==> src/rtl/dafx_host_sample_capture_pkg.sv <==
// Shared constants and snapshot word type for the DAFX host capture path.
// DAFX_CAPTURE_TIMESTAMP_EN widens each stored snapshot with a 32-bit index.
package dafx_host_sample_capture_pkg;

    localparam int AUDIO_WIDTH_C          = 24;
    localparam int NR_OF_CHANNELS_C       = 3;
    localparam int SYS_CLK_FREQUENCY_C    = 125_000_000;
    localparam int HOST_F_SAMPLING_C      = 10_000;
    localparam int SAMPLING_IRQ_COUNTER_C = SYS_CLK_FREQUENCY_C / HOST_F_SAMPLING_C;
    localparam int CAPTURE_FIFO_DEPTH_C   = 16;
    localparam int CAPTURE_TS_WIDTH_C     = 32;

`ifdef DAFX_CAPTURE_TIMESTAMP_EN
    localparam int CAPTURE_TS_BITS_C = CAPTURE_TS_WIDTH_C;
`else
    localparam int CAPTURE_TS_BITS_C = 0;
`endif

    typedef struct packed {
`ifdef DAFX_CAPTURE_TIMESTAMP_EN
        logic [CAPTURE_TS_WIDTH_C-1:0]                  timestamp;
`endif
        logic [NR_OF_CHANNELS_C*AUDIO_WIDTH_C-1:0]      samples;
    } capture_snapshot_t;

    function automatic int counter_width(input int n);
        return (n > 1) ? $clog2(n) : 1;
    endfunction

endpackage

==> src/rtl/dafx_host_sample_capture_if.sv <==
// Host capture bus: sample inputs and control pulses in, popped snapshots and status out.
// master = sample source / host side, slave = capture block.
interface dafx_host_sample_capture_if #(
    parameter int AUDIO_WIDTH_P    = dafx_host_sample_capture_pkg::AUDIO_WIDTH_C,
    parameter int NR_OF_CHANNELS_P = dafx_host_sample_capture_pkg::NR_OF_CHANNELS_C,
    parameter int FIFO_DEPTH_P     = dafx_host_sample_capture_pkg::CAPTURE_FIFO_DEPTH_C
);
    logic [NR_OF_CHANNELS_P-1:0]               x_valid;
    logic [NR_OF_CHANNELS_P*AUDIO_WIDTH_P-1:0] x_data;
    logic                                      cr_enable;
    logic                                      cr_clear;
    logic                                      cr_pop;
    logic                                      irq_ack;
    logic [NR_OF_CHANNELS_P*AUDIO_WIDTH_P-1:0] rd_data;
    logic [dafx_host_sample_capture_pkg::CAPTURE_TS_WIDTH_C-1:0] rd_timestamp;
    logic                                      rd_valid;
    logic [$clog2(FIFO_DEPTH_P):0]             sr_fill;
    logic                                      sr_overflow;
    logic                                      irq;

    modport master (
        output x_valid, x_data, cr_enable, cr_clear, cr_pop, irq_ack,
        input  rd_data, rd_timestamp, rd_valid, sr_fill, sr_overflow, irq
    );

    modport slave (
        input  x_valid, x_data, cr_enable, cr_clear, cr_pop, irq_ack,
        output rd_data, rd_timestamp, rd_valid, sr_fill, sr_overflow, irq
    );
endinterface

==> src/rtl/dafx_sample_fifo.sv <==
// Synchronous snapshot FIFO with registered read port and fill counter.
// Full/empty come from the fill count; a pop frees a slot for a same-cycle push.
module dafx_sample_fifo #(
    parameter int WIDTH_P = 8,
    parameter int DEPTH_P = 16
) (
    input  logic                     clk,
    input  logic                     rst,
    input  logic                     i_clear,
    input  logic                     i_push,
    input  logic [WIDTH_P-1:0]       i_wdata,
    input  logic                     i_pop,
    output logic [WIDTH_P-1:0]       o_rdata,
    output logic                     o_rvalid,
    output logic [$clog2(DEPTH_P):0] o_fill,
    output logic                     o_full,
    output logic                     o_empty,
    output logic                     o_push_ok
);
    localparam int PTR_W_L = $clog2(DEPTH_P);

    logic [WIDTH_P-1:0] r_mem [DEPTH_P];
    logic [PTR_W_L-1:0] r_wr_ptr;
    logic [PTR_W_L-1:0] r_rd_ptr;
    logic [PTR_W_L:0]   r_fill;
    logic [WIDTH_P-1:0] r_rdata;
    logic               r_rvalid;
    logic               w_do_pop;
    logic               w_do_push;

    assign o_empty   = (r_fill == '0);
    assign o_full    = (r_fill == (PTR_W_L+1)'(DEPTH_P));
    assign w_do_pop  = i_pop && !o_empty && !i_clear;
    assign w_do_push = i_push && !i_clear && (!o_full || w_do_pop);

    always_ff @(posedge clk) begin
        if (rst || i_clear) begin
            r_wr_ptr <= '0;
            r_rd_ptr <= '0;
            r_fill   <= '0;
        end else begin
            if (w_do_push) r_wr_ptr <= r_wr_ptr + 1'b1;
            if (w_do_pop)  r_rd_ptr <= r_rd_ptr + 1'b1;
            case ({w_do_push, w_do_pop})
                2'b10:   r_fill <= r_fill + 1'b1;
                2'b01:   r_fill <= r_fill - 1'b1;
                default: r_fill <= r_fill;
            endcase
        end
    end

    // Read uses the pre-edge memory contents, so a full push+pop on the same slot is safe.
    always_ff @(posedge clk) begin
        if (rst) begin
            r_rdata  <= '0;
            r_rvalid <= 1'b0;
        end else begin
            r_rvalid <= w_do_pop;
            if (w_do_pop) r_rdata <= r_mem[r_rd_ptr];
        end
    end

    always_ff @(posedge clk) begin
        if (w_do_push) r_mem[r_wr_ptr] <= i_wdata;
    end

    assign o_rdata   = r_rdata;
    assign o_rvalid  = r_rvalid;
    assign o_fill    = r_fill;
    assign o_push_ok = w_do_push;
endmodule

==> src/rtl/dafx_host_sample_capture.sv <==
// Snapshots every channel's latest sample at the host rate and queues it for host pops.
// DAFX_CAPTURE_TIMESTAMP_EN adds a wrapping snapshot index returned on rd_timestamp.
module dafx_host_sample_capture
    import dafx_host_sample_capture_pkg::*;
#(
    parameter int AUDIO_WIDTH_P          = AUDIO_WIDTH_C,
    parameter int NR_OF_CHANNELS_P       = NR_OF_CHANNELS_C,
    parameter int SAMPLING_IRQ_COUNTER_P = SAMPLING_IRQ_COUNTER_C,
    parameter int FIFO_DEPTH_P           = CAPTURE_FIFO_DEPTH_C
) (
    input logic                          clk,
    input logic                          rst,
    dafx_host_sample_capture_if.slave    host_if
);
    localparam int DATA_W_L  = NR_OF_CHANNELS_P * AUDIO_WIDTH_P;
    localparam int ENTRY_W_L = DATA_W_L + CAPTURE_TS_BITS_C;
    localparam int CNT_W_L   = counter_width(SAMPLING_IRQ_COUNTER_P);
    localparam logic [CNT_W_L-1:0] CNT_LAST_L = CNT_W_L'(SAMPLING_IRQ_COUNTER_P - 1);

    logic [DATA_W_L-1:0]          r_hold;
    logic [CNT_W_L-1:0]           r_cnt;
    logic                         r_irq;
    logic                         r_overflow;
    logic                         w_tick;
    logic                         w_push_ok;
    logic                         w_full;
    logic                         w_empty;
    logic                         w_rvalid;
    logic [ENTRY_W_L-1:0]         w_entry;
    logic [ENTRY_W_L-1:0]         w_rdata;
    logic [$clog2(FIFO_DEPTH_P):0] w_fill;

    always_ff @(posedge clk) begin
        if (rst) begin
            r_hold <= '0;
        end else begin
            for (int ch = 0; ch < NR_OF_CHANNELS_P; ch++) begin
                if (host_if.x_valid[ch])
                    r_hold[ch*AUDIO_WIDTH_P +: AUDIO_WIDTH_P] <= host_if.x_data[ch*AUDIO_WIDTH_P +: AUDIO_WIDTH_P];
            end
        end
    end

    // A clear in the tick cycle wins, so the snapshot is discarded rather than pushed.
    assign w_tick = host_if.cr_enable && !host_if.cr_clear && (r_cnt == CNT_LAST_L);

    always_ff @(posedge clk) begin
        if (rst || host_if.cr_clear || !host_if.cr_enable)
            r_cnt <= '0;
        else if (r_cnt == CNT_LAST_L)
            r_cnt <= '0;
        else
            r_cnt <= r_cnt + 1'b1;
    end

`ifdef DAFX_CAPTURE_TIMESTAMP_EN
    logic [CAPTURE_TS_WIDTH_C-1:0] r_snap_idx;

    // Index advances on dropped ticks too, so gaps on the host side reveal overflow.
    always_ff @(posedge clk) begin
        if (rst || host_if.cr_clear)
            r_snap_idx <= '0;
        else if (w_tick)
            r_snap_idx <= r_snap_idx + 1'b1;
    end

    assign w_entry              = {r_snap_idx, r_hold};
    assign host_if.rd_timestamp = w_rdata[ENTRY_W_L-1 -: CAPTURE_TS_WIDTH_C];
`else
    assign w_entry              = r_hold;
    assign host_if.rd_timestamp = '0;
`endif

    dafx_sample_fifo #(
        .WIDTH_P (ENTRY_W_L),
        .DEPTH_P (FIFO_DEPTH_P)
    ) u_fifo (
        .clk       (clk),
        .rst       (rst),
        .i_clear   (host_if.cr_clear),
        .i_push    (w_tick),
        .i_wdata   (w_entry),
        .i_pop     (host_if.cr_pop),
        .o_rdata   (w_rdata),
        .o_rvalid  (w_rvalid),
        .o_fill    (w_fill),
        .o_full    (w_full),
        .o_empty   (w_empty),
        .o_push_ok (w_push_ok)
    );

    always_ff @(posedge clk) begin
        if (rst || host_if.cr_clear) begin
            r_overflow <= 1'b0;
            r_irq      <= 1'b0;
        end else begin
            if (w_tick && !w_push_ok) r_overflow <= 1'b1;
            if (w_push_ok)
                r_irq <= 1'b1;
            else if (host_if.irq_ack)
                r_irq <= 1'b0;
        end
    end

    assign host_if.rd_data     = w_rdata[DATA_W_L-1:0];
    assign host_if.rd_valid    = w_rvalid;
    assign host_if.sr_fill     = w_fill;
    assign host_if.sr_overflow = r_overflow;
    assign host_if.irq         = r_irq;
endmodule

==> src/flat_wrapper.sv <==
// flat-port wrapper written by rule: the top's interface ports become plain ports
module dafx_host_sample_capture_flat import dafx_host_sample_capture_pkg::*;
#(
    parameter int AUDIO_WIDTH_P          = AUDIO_WIDTH_C,
    parameter int NR_OF_CHANNELS_P       = NR_OF_CHANNELS_C,
    parameter int SAMPLING_IRQ_COUNTER_P = SAMPLING_IRQ_COUNTER_C,
    parameter int FIFO_DEPTH_P           = CAPTURE_FIFO_DEPTH_C
)
  (clk, rst, host_if_x_valid, host_if_x_data, host_if_cr_enable, host_if_cr_clear, host_if_cr_pop, host_if_irq_ack, host_if_rd_data, host_if_rd_timestamp, host_if_rd_valid, host_if_sr_fill, host_if_sr_overflow, host_if_irq);
  dafx_host_sample_capture_if #(.AUDIO_WIDTH_P(AUDIO_WIDTH_P), .NR_OF_CHANNELS_P(NR_OF_CHANNELS_P), .FIFO_DEPTH_P(FIFO_DEPTH_P)) host_if_i ();
  input logic clk;
  input logic rst;
  input wire logic [$bits(host_if_i.x_valid)-1:0] host_if_x_valid;
  input wire logic [$bits(host_if_i.x_data)-1:0] host_if_x_data;
  input wire logic [$bits(host_if_i.cr_enable)-1:0] host_if_cr_enable;
  input wire logic [$bits(host_if_i.cr_clear)-1:0] host_if_cr_clear;
  input wire logic [$bits(host_if_i.cr_pop)-1:0] host_if_cr_pop;
  input wire logic [$bits(host_if_i.irq_ack)-1:0] host_if_irq_ack;
  output wire logic [$bits(host_if_i.rd_data)-1:0] host_if_rd_data;
  output wire logic [$bits(host_if_i.rd_timestamp)-1:0] host_if_rd_timestamp;
  output wire logic [$bits(host_if_i.rd_valid)-1:0] host_if_rd_valid;
  output wire logic [$bits(host_if_i.sr_fill)-1:0] host_if_sr_fill;
  output wire logic [$bits(host_if_i.sr_overflow)-1:0] host_if_sr_overflow;
  output wire logic [$bits(host_if_i.irq)-1:0] host_if_irq;
  assign host_if_i.x_valid = host_if_x_valid;
  assign host_if_i.x_data = host_if_x_data;
  assign host_if_i.cr_enable = host_if_cr_enable;
  assign host_if_i.cr_clear = host_if_cr_clear;
  assign host_if_i.cr_pop = host_if_cr_pop;
  assign host_if_i.irq_ack = host_if_irq_ack;
  assign host_if_rd_data = host_if_i.rd_data;
  assign host_if_rd_timestamp = host_if_i.rd_timestamp;
  assign host_if_rd_valid = host_if_i.rd_valid;
  assign host_if_sr_fill = host_if_i.sr_fill;
  assign host_if_sr_overflow = host_if_i.sr_overflow;
  assign host_if_irq = host_if_i.irq;
  dafx_host_sample_capture #(.AUDIO_WIDTH_P(AUDIO_WIDTH_P), .NR_OF_CHANNELS_P(NR_OF_CHANNELS_P), .SAMPLING_IRQ_COUNTER_P(SAMPLING_IRQ_COUNTER_P), .FIFO_DEPTH_P(FIFO_DEPTH_P)) u_core (.clk(clk), .rst(rst), .host_if(host_if_i));
endmodule
==> config.mk <==
export PLATFORM = sky130hd
export DESIGN_NAME = dafx_host_sample_capture_flat
export DESIGN_NICKNAME = d
export VERILOG_FILES = /design/src/rtl/dafx_host_sample_capture_pkg.sv /design/src/rtl/dafx_host_sample_capture_if.sv /design/src/rtl/dafx_sample_fifo.sv /design/src/rtl/dafx_host_sample_capture.sv /design/src/flat_wrapper.sv
export SDC_FILE = /design/constraint.sdc
export NUM_CORES = 1
export LEC_CHECK = 0
export BUFFER_PORTS_ARGS = -buffer_cell sky130_fd_sc_hd__buf_2
export CORE_ASPECT_RATIO = 0.9
export CORE_UTILIZATION = 40
export CTS_CLUSTER_DIAMETER = 50
export CTS_CLUSTER_SIZE = 40
export DETAILED_ROUTE_END_ITERATION = 16
export MAX_ROUTING_LAYER = met4
export PLACE_DENSITY = 0.53
export SYNTH_ARGS = -nofsm -noshare
export SYNTH_HDL_FRONTEND = slang
export SYNTH_SLANG_ARGS = --single-unit
==> constraint.sdc <==
create_clock -name clk -period 10.1 [get_ports clk]
set_clock_uncertainty 0.15 [all_clocks]
set_input_delay 2.02 -clock clk [delete_from_list [all_inputs] [get_ports clk]]
set_output_delay 2.02 -clock clk [all_outputs]
set_load 0.02 [all_outputs]
Word level (Yosys, flattened, before mapping)
Memory sizes are Yosys's and may differ from the RTL's. A register that Yosys moved wholly into a read port is not among the register bits. Index checks and enable logic that the tools add are counted.

Muxes and demuxes: 5. Add/subtract/negate cells: 5. Reductions and logical operators: 19. Equal/unequal tests: 4.

Operators with widths (count): 14-bit by 1-bit adder with 14-bit output (second input constant) (1); 14-bit equality test (second input constant) (1); 5-bit one-hot mux with 2 select lines (1); 4-bit by 1-bit adder with 4-bit output (second input constant) (2); 1-bit logical AND (7); 5-bit by 1-bit adder with 5-bit output (second input constant) (1); 5-bit equality test (second input constant) (1); 1-bit logical NOT (5); 5-bit logical NOT (1); 5-bit by 1-bit subtractor with 5-bit output (second input constant) (1); 1-bit two-way mux (4); 2-bit nonzero test (2); 1-bit logical OR (3); 2-bit by 1-bit equality test with 1-bit output (second input constant) (1); 2-bit equality test (second input constant) (1); 2-bit OR reduction (1).

Word-level logic and storage cells: 44. Input port bits: 81. Output and inout port bits: 112. RAM bits: 1152. Flip-flop bits (word level): 102. Memories: 1.

Memory list: u_core.u_fifo.r_mem (words 16, bits a word 72, rd ports 1, clocked after Yosys merged registers in 1, write ports 1, line dafx_sample_fifo.sv:22) `logic [WIDTH_P-1:0] r_mem [DEPTH_P];`.

Logic depth before layout (Yosys ltp)
Gate-level depths: netlist of run 1.

Depth in word-level cells: 8. Mapped depth: 12. Gate-level depth less buffers: 11.

Cells and area by module
From an unflattened synthesis of run 1, not the netlist that was laid out.

Cells, all modules: 2461. Area, all modules: 50126.8 µm².

Modules (own cells, without submodules): dafx_sample_fifo (sequential area each 36314.8 µm², cells each 2117, area each 46676.0 µm², instances 1); dafx_host_sample_capture (sequential area each 1761.7 µm², cells each 344, area each 3450.8 µm², instances 1).

Least setup slack after synthesis of run 1
Ideal clock, no wire load.

Kind: input-to-reg. Start: in host_if_cr_clear. End: mem u_core.u_fifo.r_mem[0][0] (netlist bit), enable pin. Arrival: 7.788 ns. Setup slack: 1.572 ns. Data required time: 9.359 ns. Library setup time: 0.591 ns. Cell stages on the path: 7. Cell sequence: and4b_1 > and4_1 > buf_4 > and2_1 > buf_2 > nand2_1 > nor3_1.

Longest elaborated chain between the ends: 7.

RTL lines: start: declaration (line flat_wrapper.sv:16) `input wire logic [$bits(host_if_i.cr_clear)-1:0] host_if_cr_clear;`; 1-bit logical NOT (*) (line dafx_sample_fifo.sv:33, dafx_sample_fifo.sv:34, dafx_host_sample_capture.sv:45); 1-bit logical AND (2 in series) (line dafx_host_sample_capture.sv:45) `assign w_tick = host_if.cr_enable && !host_if.cr_clear && (r_cnt == CNT_LAST_L);`; 1-bit logical AND (line dafx_sample_fifo.sv:34) `assign w_do_push = i_push && !i_clear && (!o_full || w_do_pop);`; 1-bit logical AND (*) (line dafx_sample_fifo.sv:34); 1-bit two-way mux (*) (line dafx_sample_fifo.sv:64) `if (w_do_push) r_mem[r_wr_ptr] <= i_wdata;`; 1-bit two-way mux (not written as such) (*) (line dafx_sample_fifo.sv:64); end: declaration (line dafx_sample_fifo.sv:22).

Mark *: on every way between the ends. The rest lies on a longest branch, timed or not.

Final worst setup path of run 1
Start: in host_if_cr_clear. End: mem u_core.u_fifo.r_mem[12][37] (netlist bit), enable pin.

The elaborated chain is that of the path after synthesis.

==> results of run 1 <==
-- area by class of cell --
cell class | count | area (um^2)
well taps | 1599 | 2000
multi-input cells | 900 | 10700
repair buffers | 198 | 1110
clock buffers | 128 | 3100
fillers | 10100 | 65500
diodes | 1 | 2.50
inverters | 8 | 30.0
clock inverters | 99 | 1220
flip-flops and latches | 1326 | 38100
-- Yosys cell counts, types with 2 or more instances --
| cell | n | area share, % |
|---|---|---|
| nand2b_1 | 4 | 0.051 |
| and3_1 | 3 | 0.038 |
| dfxtp_1 | 174 | 7.1 |
| a21oi_1 | 7 | 0.071 |
| or2_2 | 2 | 0.025 |
| buf_6 | 11 | 0.25 |
| nand3_1 | 9 | 0.091 |
| a22oi_1 | 144 | 2.2 |
| nor2b_1 | 3 | 0.038 |
| clkbuf_1 | 67 | 0.51 |
| xnor2_1 | 10 | 0.18 |
| buf_4 | 33 | 0.50 |
| buf_1 | 15 | 0.11 |
| and2_1 | 2 | 0.025 |
| xor2_1 | 10 | 0.18 |
| nor2_1 | 114 | 0.87 |
| nor3_1 | 6 | 0.061 |
| edfxtp_1 | 1152 | 70 |
| buf_2 | 39 | 0.40 |
| a21o_1 | 2 | 0.030 |
| ha_1 | 9 | 0.23 |
| mux2i_1 | 74 | 1.5 |
| inv_1 | 8 | 0.061 |
| a22o_1 | 72 | 1.3 |
| nand2_1 | 89 | 0.68 |
| mux4_2 | 288 | 13 |
-- stage by stage --
step | instances | util [%] | hold WS (ns) | power (mW) | setup slack (ns)
6_report | 4259 | 46.2 | 0.297 | 11.0 | 5.27
5_1_grt | 4258 | 46.2 | 0.334 | 11.3 | 5.12
4_1_cts | 4258 | 46.2 | 0.302 | 11.1 | 5.31
3_5_place_dp | 4031 | 42.6 | 0.292 | 6.26 | 4.52
3_3_place_gp | 4031 | 42.6 | 0.278 | 6.24 | 4.61
2_1_floorplan | 2399 | - | 0.268 | 6.19 | 1.57
-- registers in the layout, summed over array words and instances, names as in the netlist --
register,flops
u_core.u_fifo.r_wr_ptr,4
u_core.r_cnt,14
u_core.host_if.sr_overflow,1
u_core.host_if.irq,1
u_core.u_fifo.o_fill,5
u_core.r_hold,72
u_core.u_fifo.o_rdata,72
u_core.u_fifo.o_rvalid,1
u_core.u_fifo.r_rd_ptr,4
u_core.u_fifo.r_mem,1152
-- metal layers --
layer,track usage (%),vias to the layer above,part of all wire (%)
met4,3.76,0,1.8
met2,27.5,558,47
li1,-,10100,-
met5,-,-,0
met1,26.1,12400,47
met3,3.20,142,4.9
-- report_power, final --
group	internal (mW)	total, mW	switching (mW)
Sequential	5.96	6.05	0.0864
Clock	2.66	4.88	2.22
Combinational	0.0295	0.0795	0.0500
-- worst max path at each step --
stage	startpoint	endpoint	slack (ns)	depth (start not counted)
floorplan	host_if_cr_clear	u_core.u_fifo.r_mem[0][0]$_DFFE_PP_	1.57	7
global placement	host_if_cr_clear	u_core.u_fifo.r_mem[12][48]$_DFFE_PP_	4.61	7
detailed placement	host_if_cr_clear	u_core.u_fifo.r_mem[15][41]$_DFFE_PP_	4.52	6
CTS	host_if_cr_clear	u_core.u_fifo.r_mem[15][41]$_DFFE_PP_	5.31	6
global route	host_if_cr_clear	u_core.u_fifo.r_mem[12][37]$_DFFE_PP_	5.12	7
finish	host_if_cr_clear	u_core.u_fifo.r_mem[12][37]$_DFFE_PP_	5.27	7
-- kinds of logic after synthesis --
group / count (synthesis) / synth area share, %
flops: 1326 / 77.1
xor+xnor: 20 / 0.355
other cells: 1 / 0.00759
simple gates: 243 / 2.08
buf+inv: 173 / 1.83
compound gates: 232 / 3.68
mux: 363 / 14.7
fa+ha+maj: 10 / 0.269
==> impl_metrics.json, run 1 <==
{
  "antenna_found_initial": 0,
  "rsz0062_at_grt": "false",
  "final_max_slew_viol_count": 0,
  "die_x_um": 372,
  "power.leakage_nw": 17.4,
  "finalCritPeriodShare_pct": 47.8,
  "synth-async-reset-ratio_pct": 0,
  "dieArea_um2": 125000,
  "ir_drop_mv": 0.138,
  "synth_edf_count": 1152,
  "gp_congestion": 0.727,
  "max_stage_delay_ns": 0.85,
  "endpoint_kind": "flip-flop",
  "ant_nets": 0,
  "rr_startpoint": "u_core.u_fifo.r_rd_ptr[1]$_SDFFE_PP0P_",
  "grt_usage_pct": 18.3,
  "grt_pass1_wl_um": 162000,
  "syn_to_final_growth_pct": 13.8,
  "post_cts_buffers": 0,
  "synthFlopType": "edfxtp_1",
  "path_class": "in2reg",
  "dpl_cell_area_um2": 51900,
  "core.rowCount": 121,
  "drv_cap": 0,
  "critical_path.cell_chain": "buf_2 > and4b_1 > and4_1 > and2_1 > nand2_1 > nor2_4 > buf_4",
  "layout-drive-gt1-share_pct": 27.5,
  "reg2reg_to": "u_core.u_fifo.o_rdata[55]$_SDFFE_PP0P_",
  "hold_depth": 1,
  "port_buffers": 160,
  "syn_inst": 2368,
  "slowest_stage": "buf_4",
  "tns_ns": 0,
  "layout_commonest_cell": "edfxtp_1",
  "synth-seq-cells": 1326,
  "grt_max_degree": 147,
  "htreeDepth": 3,
  "ctsResizeCount": 0,
  "cts_tree": "yes",
  "r2r_slack_ns": 6.01,
  "ys_types": 47,
  "route.detailed.drc": 0,
  "grt_pass1_vias": 24300,
  "cts_buffers": 119,
  "required_ns": 10.29,
  "syn_area_um2": 49400,
  "crit_path_start_kind": "primary input",
  "period_needed_ns": 4.83,
  "cp_top_family": "simple AND/OR/NAND/NOR gates",
  "yosys_warnings": 0,
  "slew_headroom_pct": 23.9,
  "hpwl_um": 59900,
  "reg2regPathDepth": 6,
  "status": "complete, no violations",
  "drtIter0Drc": 2229,
  "fp.dieH_um": 335,
  "syn_avg_cell_area_um2": 20.9,
  "gr-total-overflow": 0,
  "vias_per_cell": 5.43,
  "worstMarginPinSlew_ns": 1.14,
  "hp-start": "u_core.r_cnt[0]$_SDFF_PP0_",
  "cts_buffer_depth": 3,
  "ioPinCount": 193,
  "insertion_delay_ns": 0.72,
  "powerDensity_nw_per_um2": 196,
  "nets": 2644,
  "cts_sinks": 1326,
  "clock.fmax_mhz": 207,
  "dr.pass1.iters": 5,
  "postCtsHoldBufs": 0,
  "cp.arrival_ns": 5.02,
  "crit_fanout": 51,
  "hold_class": "reg2reg",
  "finalInstanceArea_um2": 56200,
  "wl_per_cell_um": 25.7,
  "vias": 23100,
  "clockRootBuffer": "clkbuf_16",
  "setup_viol": 0,
  "start_util_pct": 40.6,
  "finalHoldViolations": 0,
  "wirelength_um": 109000,
  "layout_common_cells": "edfxtp_1 (1152), mux4_2 (288), dfxtp_1 (172)",
  "critPathBufInv": 2,
  "seq_area_frac_synth_pct": 77.1,
  "core_region_area_um2": 122000,
  "min_delay_worst_endpoint": "u_core.r_cnt[0]$_SDFF_PP0_",
  "clk_pin_slew_ns": 0.06
}
Power figures use the tool's default switching activity.
==> run 2, diff against run 1 <==
--- a/config.mk
+++ b/config.mk
@@ -12,7 +12,7 @@
 export CTS_CLUSTER_SIZE = 40
 export DETAILED_ROUTE_END_ITERATION = 16
 export MAX_ROUTING_LAYER = met4
-export PLACE_DENSITY = 0.53
+export PLACE_DENSITY = 0.55
 export SYNTH_ARGS = -nofsm -noshare
 export SYNTH_HDL_FRONTEND = slang
 export SYNTH_SLANG_ARGS = --single-unit
==> constraint.sdc (replaced) <==
create_clock -name clk -period 3.98 [get_ports clk]
set_clock_uncertainty 0.15 [all_clocks]
set_input_delay 0.796 -clock clk [delete_from_list [all_inputs] [get_ports clk]]
set_output_delay 0.796 -clock clk [all_outputs]
set_load 0.02 [all_outputs]
==> impl_metrics.json, run 2 (synthesis results as in run 1) <==
{
  "clock.fmax_mhz": 300,
  "cts_buffer_depth": 3,
  "layout-drive-gt1-share_pct": 28.4,
  "clk_pin_slew_ns": 0.08,
  "final_cells": 4280,
  "powerDensity_nw_per_um2": 486,
  "layout_commonest_cell": "edfxtp_1",
  "slew_headroom_pct": 30.0,
  "cp.arrival_ns": 3.59,
  "fp.dieH_um": 335,
  "htreeDepth": 3,
  "syn_to_final_growth_pct": 14.9,
  "route.detailed.drc": 0,
  "max_stage_delay_ns": 0.62,
  "start_util_pct": 40.6,
  "cts_sinks": 1326,
  "wl_per_cell_um": 25.4,
  "tns_ns": 0,
  "pre_cts_slack_ns": 0.467,
  "final_max_slew_viol_count": 0,
  "vias_per_cell": 5.45,
  "placed_cells": 4064,
  "grt_pass1_vias": 24800,
  "insertion_delay_ns": 0.73,
  "grt_max_degree": 82,
  "diodes": 0,
  "hp-start": "host_if_x_data[59]",
  "endpoint_kind": "flip-flop",
  "drtIter0Drc": 1748,
  "required_ns": 4.23,
  "fillers": 10100,
  "crit_fanout": 11,
  "period_needed_ns": 3.34,
  "dpl_cell_area_um2": 52600,
  "cts_buffers": 114,
  "ctsResizeCount": 0,
  "antenna_found_initial": 0,
  "reg2reg_to": "u_core.u_fifo.r_mem[11][7]$_DFFE_PP_",
  "reg2regPathDepth": 5,
  "rr_startpoint": "u_core.r_cnt[10]$_SDFF_PP0_",
  "finalInstanceArea_um2": 56700,
  "postCtsHoldBufs": 0,
  "ir_drop_mv": 0.327,
  "nets": 2672,
  "min_delay_worst_endpoint": "u_core.r_hold[59]$_SDFFE_PP0P_",
  "cts_tree": "yes",
  "largest_reg_flops": 1152,
  "setup_ws_ns": 0.642,
  "gp_congestion": 0.790,
  "hold_depth": 3,
  "regMostFlops": "u_core.u_fifo.r_mem",
  "power_mw": 27.6,
  "power.leakage_nw": 17.6,
  "grt_usage_pct": 18.2,
  "crit_path_start_kind": "flip-flop",
  "path_class": "reg2reg",
  "wirelength_um": 109000,
  "critical_path.cell_chain": "nor4bb_1 > and4_1 > nand3_1 > nor2_4 > buf_4",
  "layout_common_cells": "edfxtp_1 (1152), mux4_2 (288), dfxtp_1 (172)",
  "die_x_um": 372,
  "setup_viol": 0,
  "clockRootBuffer": "clkbuf_16",
  "gr-total-overflow": 0,
  "worstMarginPinSlew_ns": 1.05,
  "slowest_stage": "and4_1",
  "core.rowCount": 121,
  "rsz0062_at_grt": "false",
  "status": "complete, no violations",
  "hold_class": "in2reg",
  "r2r_slack_ns": 0.64,
  "finalHoldViolations": 0,
  "port_buffers": 160,
  "fin_util_pct": 46.6,
  "ioPinCount": 193,
  "dr.pass1.iters": 7,
  "grt_pass1_wl_um": 162000,
  "dieArea_um2": 125000,
  "drv_cap": 0,
  "hold_ws_ns": 0.147,
  "core_region_area_um2": 122000,
  "ant_nets": 0,
  "hpwl_um": 62300,
  "post_cts_buffers": 0,
  "vias": 23300,
  "finalCritPeriodShare_pct": 83.9
}
run 2: worst max-delay path by stage:
| stage | end | slack, ns | from |
|---|---|---|---|
| final | u_core.u_fifo.r_mem[11][7]$_DFFE_PP_ | 0.64 | u_core.r_cnt[10]$_SDFF_PP0_ |
| after global routing | u_core.u_fifo.r_mem[11][7]$_DFFE_PP_ | 0.55 | u_core.r_cnt[10]$_SDFF_PP0_ |
| after CTS | u_core.u_fifo.r_mem[11][7]$_DFFE_PP_ | 0.67 | u_core.r_cnt[10]$_SDFF_PP0_ |
| after detailed placement | u_core.u_fifo.r_mem[3][38]$_DFFE_PP_ | 0.47 | host_if_cr_clear |
| after global placement | u_core.u_fifo.o_fill[4]$_SDFFE_PP0P_ | 0.51 | host_if_cr_clear |
| after floorplan | u_core.u_fifo.r_mem[13][0]$_DFFE_PP_ | -0.20 | host_if_cr_clear |
run 2: worst max-delay path: cells and delay by family (launching register included):
family | cells | cell delay, ns
flip-flops | 1 | 0.34
AND/OR/NAND/NOR | 4 | 2.19
buffers and inverters | 1 | 0.31
run 2: layer usage:
| layer | vias up | global-route usage (%) | share of wire [%] |
|---|---|---|---|
| li1 | 10200 | - | - |
| met3 | 139 | 3.51 | 5.4 |
| met4 | 0 | 3.87 | 1.8 |
| met1 | 12500 | 25.5 | 45 |
| met2 | 576 | 27.9 | 47 |
| met5 | - | - | 0 |
run 2: layout make-up:
type | instances | area (um^2) | area share [%]
timing repair buffer | 231 | 1800 | 3.17
sequential | 1326 | 38100 | 67.1
inverter | 8 | 30.0 | 0.0529
clock buffer | 121 | 2940 | 5.19
tap | 1599 | 2000 | 3.53
multi-input combinational | 900 | 10700 | 18.9
clock inverter | 95 | 1180 | 2.09
run 2: where the power goes:
part	switching (mW)	internal [mW]
clock	5.62	6.40
combinational	0.126	0.0748
sequential	0.219	15.1
total	5.96	21.6
